===== src/rtl/reg_access_master.sv =====
// reg_access_master: round-robin write/readback-verify master for the 16-bit register store.
// Two clients request writes; each grant runs WRITE, READ (RD_LAT cycles), CHECK, ACK.
module reg_access_master #(
    parameter int DATA_W = 16,
    parameter int RD_LAT = 1
) (
    input  logic              clk,
    input  logic              rst_n,
    input  logic              req1,
    input  logic [DATA_W-1:0] data1,
    output logic              ack1,
    input  logic              req2,
    input  logic [DATA_W-1:0] data2,
    output logic              ack2,
    output logic              write_enable,
    output logic              read_enable,
    output logic [DATA_W-1:0] wr_data,
    output logic              src_sel,
    input  logic [DATA_W-1:0] rd_data,
    output logic              err_flag,
    output logic [7:0]        err_count,
    output logic [7:0]        txn_count
);
    typedef enum logic [2:0] {IDLE, WRITE, READ, CHECK, ACK} state_t;

    localparam logic [3:0] CNT_INIT = 4'(RD_LAT - 1);

    state_t            state_q, state_d;
    logic [3:0]        cnt_q, cnt_d;
    logic              prio_q, prio_d;
    logic [DATA_W-1:0] wr_q, wr_d;
    logic [DATA_W-1:0] rd_q, rd_d;
    logic              src_q, src_d;
    logic              err_q, err_d;
    logic [7:0]        errc_q, errc_d;
    logic [7:0]        txn_q, txn_d;
    logic              we_q, we_d;
    logic              re_q, re_d;
    logic              ack1_q, ack1_d;
    logic              ack2_q, ack2_d;
    logic              grant2;

    // prio_q = 1 means client 2 wins a tie
    assign grant2 = req2 && (!req1 || prio_q);

    always_comb begin
        state_d = state_q;
        cnt_d   = cnt_q;
        prio_d  = prio_q;
        wr_d    = wr_q;
        rd_d    = rd_q;
        src_d   = src_q;
        err_d   = err_q;
        errc_d  = errc_q;
        txn_d   = txn_q;
        case (state_q)
            IDLE: if (req1 || req2) begin
                src_d   = grant2;
                wr_d    = grant2 ? data2 : data1;
                state_d = WRITE;
            end
            WRITE: begin
                cnt_d   = CNT_INIT;
                state_d = READ;
            end
            READ: if (cnt_q == 4'd0) begin
                rd_d    = rd_data;
                state_d = CHECK;
            end else begin
                cnt_d = cnt_q - 4'd1;
            end
            CHECK: begin
                err_d   = err_q || (rd_q != wr_q);
                errc_d  = (rd_q != wr_q && errc_q != 8'hFF) ? errc_q + 8'd1 : errc_q;
                txn_d   = txn_q + 8'd1;
                state_d = ACK;
            end
            ACK: begin
                prio_d  = !src_q;
                state_d = IDLE;
            end
            default: state_d = IDLE;
        endcase
        // strobes are registered copies of the upcoming state so every output is a flop
        we_d   = state_d == WRITE;
        re_d   = state_d == READ;
        ack1_d = state_d == ACK && !src_d;
        ack2_d = state_d == ACK && src_d;
    end

    always_ff @(posedge clk or negedge rst_n) begin
        if (!rst_n) begin
            state_q <= IDLE;
            cnt_q   <= '0;
            prio_q  <= 1'b0;
            wr_q    <= '0;
            rd_q    <= '0;
            src_q   <= 1'b0;
            err_q   <= 1'b0;
            errc_q  <= '0;
            txn_q   <= '0;
            we_q    <= 1'b0;
            re_q    <= 1'b0;
            ack1_q  <= 1'b0;
            ack2_q  <= 1'b0;
        end else begin
            state_q <= state_d;
            cnt_q   <= cnt_d;
            prio_q  <= prio_d;
            wr_q    <= wr_d;
            rd_q    <= rd_d;
            src_q   <= src_d;
            err_q   <= err_d;
            errc_q  <= errc_d;
            txn_q   <= txn_d;
            we_q    <= we_d;
            re_q    <= re_d;
            ack1_q  <= ack1_d;
            ack2_q  <= ack2_d;
        end
    end

    assign write_enable = we_q;
    assign read_enable  = re_q;
    assign wr_data      = wr_q;
    assign src_sel      = src_q;
    assign ack1         = ack1_q;
    assign ack2         = ack2_q;
    assign err_flag     = err_q;
    assign err_count    = errc_q;
    assign txn_count    = txn_q;
endmodule

===== config.mk =====
export PLATFORM = sky130hd
export DESIGN_NAME = reg_access_master
export DESIGN_NICKNAME = d
export VERILOG_FILES = /design/src/rtl/reg_access_master.sv
export SDC_FILE = /design/constraint.sdc
export NUM_CORES = 1
export LEC_CHECK = 0
export BUFFER_PORTS_ARGS = -buffer_cell sky130_fd_sc_hd__buf_2
export CAP_MARGIN = 20
export CORE_AREA = 2 2 79 81
export CTS_CLUSTER_DIAMETER = 200
export CTS_CLUSTER_SIZE = 10
export DETAILED_ROUTE_END_ITERATION = 12
export DIE_AREA = 0 0 81 83
export PLACE_DENSITY_LB_ADDON = 0.25
export SETUP_SLACK_MARGIN = 0.1
export SLEW_MARGIN = 10
export SYNTH_ARGS = -nofsm -noshare
export SYNTH_HDL_FRONTEND = slang
export SYNTH_SLANG_ARGS = --single-unit

===== constraint.sdc =====
create_clock -name clk -period 2.4 [get_ports clk]
set_input_delay 0.48 -clock clk [delete_from_list [all_inputs] [get_ports clk]]
set_output_delay 0.48 -clock clk [all_outputs]
set_load 0.05 [all_outputs]

# [Word level (Yosys, flattened, before mapping)]
# Cells that the tools add are included.
[totals] reg_bits=62 in_bits=52 out_inout_bits=38 elab_cells=51
[op_classes] n_addsub=3 eq_ne=10 n_mux=8 reduce_logical=17
[op_table] op="$add 8x1->8 const B" n=2
[op_table] op="$mux 16" n=1
[op_table] op="$ne 16x16->1" n=1
[op_table] op="$pmux 3 s4" n=1
[op_table] op="$eq 3x2->1 const B" n=3
[op_table] op="$ne 8x8->1 const B" n=1
[op_table] op="$pmux 4 s2" n=1
[op_table] op="$reduce_and 2->1" n=4
[op_table] op="$eq 3x1->1 const B" n=2
[op_table] op="$eq 3x3->1 const B" n=2
[op_table] op="$mux 3" n=2
[op_table] op="$logic_and 1x1->1" n=4
[op_table] op="$logic_not 4->1" n=1
[op_table] op="$mux 4" n=1
[op_table] op="$sub 4x1->4 const B" n=1
[op_table] op="$logic_not 1->1" n=3
[op_table] op="$logic_not 3->1" n=1
[op_table] op="$logic_or 1x1->1" n=3
[op_table] op="$mux 1" n=2
[op_table] op="$ne 2x2->1 const B" n=1
[op_table] op="$reduce_bool 2->1" n=1

# [Longest topological paths before layout]
[logic_depth] word_depth=7 ltp_mapped=7 depth_no_buf=7

# [Least setup slack after synthesis]
# OpenSTA, ideal clock, no wires.
[synth_timing] kind="flip-flop to flip-flop" start="register cnt_q[0]" end="register rd_q[10]" setup_ns=0.125 arrival_time_ns=1.850 required_ns=2.275 setup_slack_ns=0.425 stages_incl_launch_ff=8 n_path_buf=2 synth_period_minus_slack_ns=1.975 cell_sequence="dfrtp_1 -> inv_1 -> ha_1 -> or3b_4 -> or3_1 -> buf_6 -> buf_12 -> mux2_4"
[synth_between] elab_chain_len=2
[synth_lines] item="from (decl)" line_no="29" text="logic [3:0] cnt_q, cnt_d;"
[synth_lines] item="from (signal assigned)" line_no="108" text="cnt_q <= cnt_d;"
[synth_lines] item="$logic_not 4->1" line_no="66" text="READ: if (cnt_q == 4'd0) begin"
[synth_lines] item="$reduce_and 2->1 (no source line)"
[synth_lines] item="to (signal assigned)" line_no="111" text="rd_q <= rd_d;"
[synth_lines] item="to (decl)" line_no="32" text="logic [DATA_W-1:0] rd_q, rd_d;"
# Every way passes these cells.
# A chain may end at the register's enable or synchronous reset.

# [Final worst setup path]
[layout_timing] start="register cnt_q[0]" end="register rd_q[8]"
# Same word-level chain as after synthesis.

==> results_dict.tcl <==
set metrics [dict create \
    grt_pass1_vias 2297 \
    synth_cells 257 \
    hold_viol_final 0 \
    min_period_ps 1990 \
    critPathMaxFanout 17 \
    path_class "flop to flop" \
    final.setup_skew_ps 6.62 \
    synth_seq_cells 62 \
    m1WireLength_um 2780 \
    cts-resized-gates 0 \
    wirelength_um 6210 \
    endpoint_kind "flop" \
    cp.arrival_ps 2210 \
    syn_nets 313 \
    gr-total-overflow 0 \
    cts_buffer_depth 2 \
    first_pass_iters 4 \
    rows 28 \
    synthDistinctLibCells 36 \
    dp_hpwl_um 4380 \
    cts.sinks 62 \
    dieWidth_um 81 \
    wl_met2_um 3090 \
    tritoncts "yes" \
    syn_avg_cell_area_um2 11.4 \
    dieArea_um2 6720 \
    cts_buffers 9 \
    max_stage_delay_ps 420 \
    wl_per_cell_um 14.4 \
    crit_chain "inv_1, ha_1, or3b_4, or3_1, buf_4, mux2_4" \
    worst_pin_slew_ps 588 \
    ios 90 \
    grt_usage 0.211 \
    cts_root_buffer "clkbuf_8" \
    clk_pin_slew_ps 70 \
    worst_setup_path_start_kind "flop" \
    crit_required_ps 2620 \
    portBuffers 89 \
    synth_area_um2 2940 \
    maxCapViolCount 0 \
    fin_setup_tns_ps 0 \
    drive_above_1_share 0.375 \
    antenna_found_initial 0 \
    status "completed" \
    met3RoutedLength_um 268 \
    comb_power_share 0.449 \
    dr_total_vias 2192 \
    final_core_util 0.636 \
    seqPwrFrac 0.350 \
    p_per_area_nw_per_um2 1470 \
    ir_drop_mv 0.955 \
    grt_pass1_wl_um 11000 \
    drc 0 \
    grt_max_degree 39 \
    slew_headroom 0.608 \
    synth_edf_count 0 \
    ys_seq_area_frac 0.529 \
    switching_power_w 0.00241 \
    ant_nets 0 \
    p_clk_frac 0.201 \
    postCtsHoldBufs 0 \
    die_y_um 83 \
    h-tree-depth 3 \
    grt_setup_unrepaired "false" \
    core_um2 5820 \
    drtIter0Drc 153 \
    hp-class "primary input to asynchronous set/reset pin" \
    clk_latency_ps 340 \
    max_freq_ghz 0.502 \
    async_flop_share 1.00 \
    hold_ws_ps 136 \
    setup_violations 0 \
    highest_layer "met4" \
    internal_power_w 0.00303 \
    start_util 0.505 \
    post_cts_buffers 0 \
    syn2layout_area_growth_pct 26.0 \
    p_leak_nw 1.90 \
    layout.nets 408 \
    n_antenna_cell 0 \
    slowest_stage "dfrtp_1" \
    drv_slew 0 \
    viasPerCell 5.07 \
    synth_top_flop_cell "dfrtp_1" \
    fill_cells 493 \
    swShare 0.442 \
    post-route-period-util 0.831 \
    power.total_w 0.00544 \
    ys_warn_count 0 \
    gp_congestion 0.727 \
]
layout make-up:
cell class                 instances  area [um2]  area share
inverter                           6        22.5     0.00609
tap                               75        93.8      0.0254
clock buffer                       9         124      0.0335
multi-input combinational        179        1300       0.351
timing repair buffer              94         495       0.134
sequential                        62        1550       0.419
clock inverter                     7         113      0.0304
registers in the layout, summed over array words and instances, names as in the netlist:
name / count
read_enable: 1
src_sel: 1
prio_q: 1
rd_q: 16
write_enable: 1
wr_data: 16
state_q: 3
txn_count: 8
err_flag: 1
ack2: 1
err_count: 8
ack1: 1
cnt_q: 4
power by group through the flow:
| stage | combinational (W) | clock [W] | sequential, W |
|---|---|---|---|
| floorplan | 0.00118 | 0 | 0.00264 |
| finish | 0.00244 | 0.00109 | 0.00190 |
| CTS | 0.00247 | 0.00111 | 0.00191 |
| global route | 0.00264 | 0.00116 | 0.00198 |
| detailed placement | 0.00246 | 0 | 0.00191 |
| global placement | 0.00241 | 0 | 0.00189 |
metrics by stage:
stage,std cells,setup slack (ps),cell area [um2]
after floorplan,257,425,2940
after global placement,416,460,3460
after detailed placement,416,409,3460
after CTS,432,400,3700
after global routing,432,312,3700
final,432,406,3700
cell usage in the layout, fill, tap and decap left out, types with 5 or more instances in the layout:
master | synthesis | layout
nor2_1 | 9 | 9
o21ai_0 | 22 | 22
mux2_4 | 9 | 9
nor3_1 | 5 | 5
mux2i_1 | 16 | 16
xor2_1 | 6 | 6
a21oi_1 | 7 | 7
mux2_2 | 9 | 9
dfrtp_1 | 62 | 62
buf_2 | 4 | 89
inv_1 | 6 | 6
nand2_1 | 30 | 30
nand4_1 | 9 | 9
xnor2_1 | 23 | 23
nand3_1 | 5 | 5
clkbuf_8 | 0 | 9
kinds of logic after synthesis:
group,synth area share
buf+inv,0.0303
flops,0.529
mux,0.135
xor+xnor,0.0865
compound gates,0.0716
simple gates,0.131
fa+ha+maj,0.0171
cell usage after synthesis, drive strengths merged, types with 2 or more instances:
| library cell | count | area share |
|---|---|---|
| nand2b | 3 | 0.0089 |
| dfrtp | 62 | 0.53 |
| mux2 | 18 | 0.081 |
| mux2i | 16 | 0.055 |
| and3 | 4 | 0.0085 |
| nor2 | 9 | 0.012 |
| o21ai | 24 | 0.042 |
| a21oi | 7 | 0.012 |
| buf | 6 | 0.017 |
| o21a | 2 | 0.0051 |
| inv | 6 | 0.0077 |
| or3 | 2 | 0.0043 |
| nand4 | 9 | 0.019 |
| ha | 4 | 0.017 |
| a31oi | 2 | 0.0043 |
| nand2 | 30 | 0.038 |
| nor3 | 5 | 0.0085 |
| xnor2 | 23 | 0.069 |
| clkbuf | 4 | 0.0051 |
| nand3 | 5 | 0.0085 |
| or2b | 2 | 0.0051 |
| xor2 | 6 | 0.018 |
path summary, 6_finish.rpt:
kind                       depth (start not counted)                      from  slack [ps]                  endpoint
setup / recovery                                   6      cnt_q[0]$_DFFE_PN0P_         410       rd_q[8]$_DFFE_PN0P_
hold / removal                                     1                     rst_n         140    wr_data[5]$_DFFE_PN0P_
setup reg to reg                                   6      cnt_q[0]$_DFFE_PN0P_         410       rd_q[8]$_DFFE_PN0P_
hold reg to reg                                    1  txn_count[7]$_DFFE_PN0N_         470  txn_count[7]$_DFFE_PN0N_
max in group asynchronous                          2                     rst_n        1650  txn_count[5]$_DFFE_PN0N_
min in group clk                                   2               rd_data[10]         370      rd_q[10]$_DFFE_PN0P_
critical path, delay by kind of cell (launching register included):
kind          cells  cell delay (ps)
flops             1              420
mux               1              320
simple gates      2              690
buf+inv           2              320
fa+ha+maj         1              130
per-layer routing:
| layer | track usage | up-vias |
|---|---|---|
| met5 | 0 | - |
| met4 | 0.0709 | 0 |
| met3 | 0.0587 | 9 |
| met2 | 0.328 | 57 |
| met1 | 0.283 | 1051 |
| li1 | - | 1075 |
(Power assumes the default switching activity.)
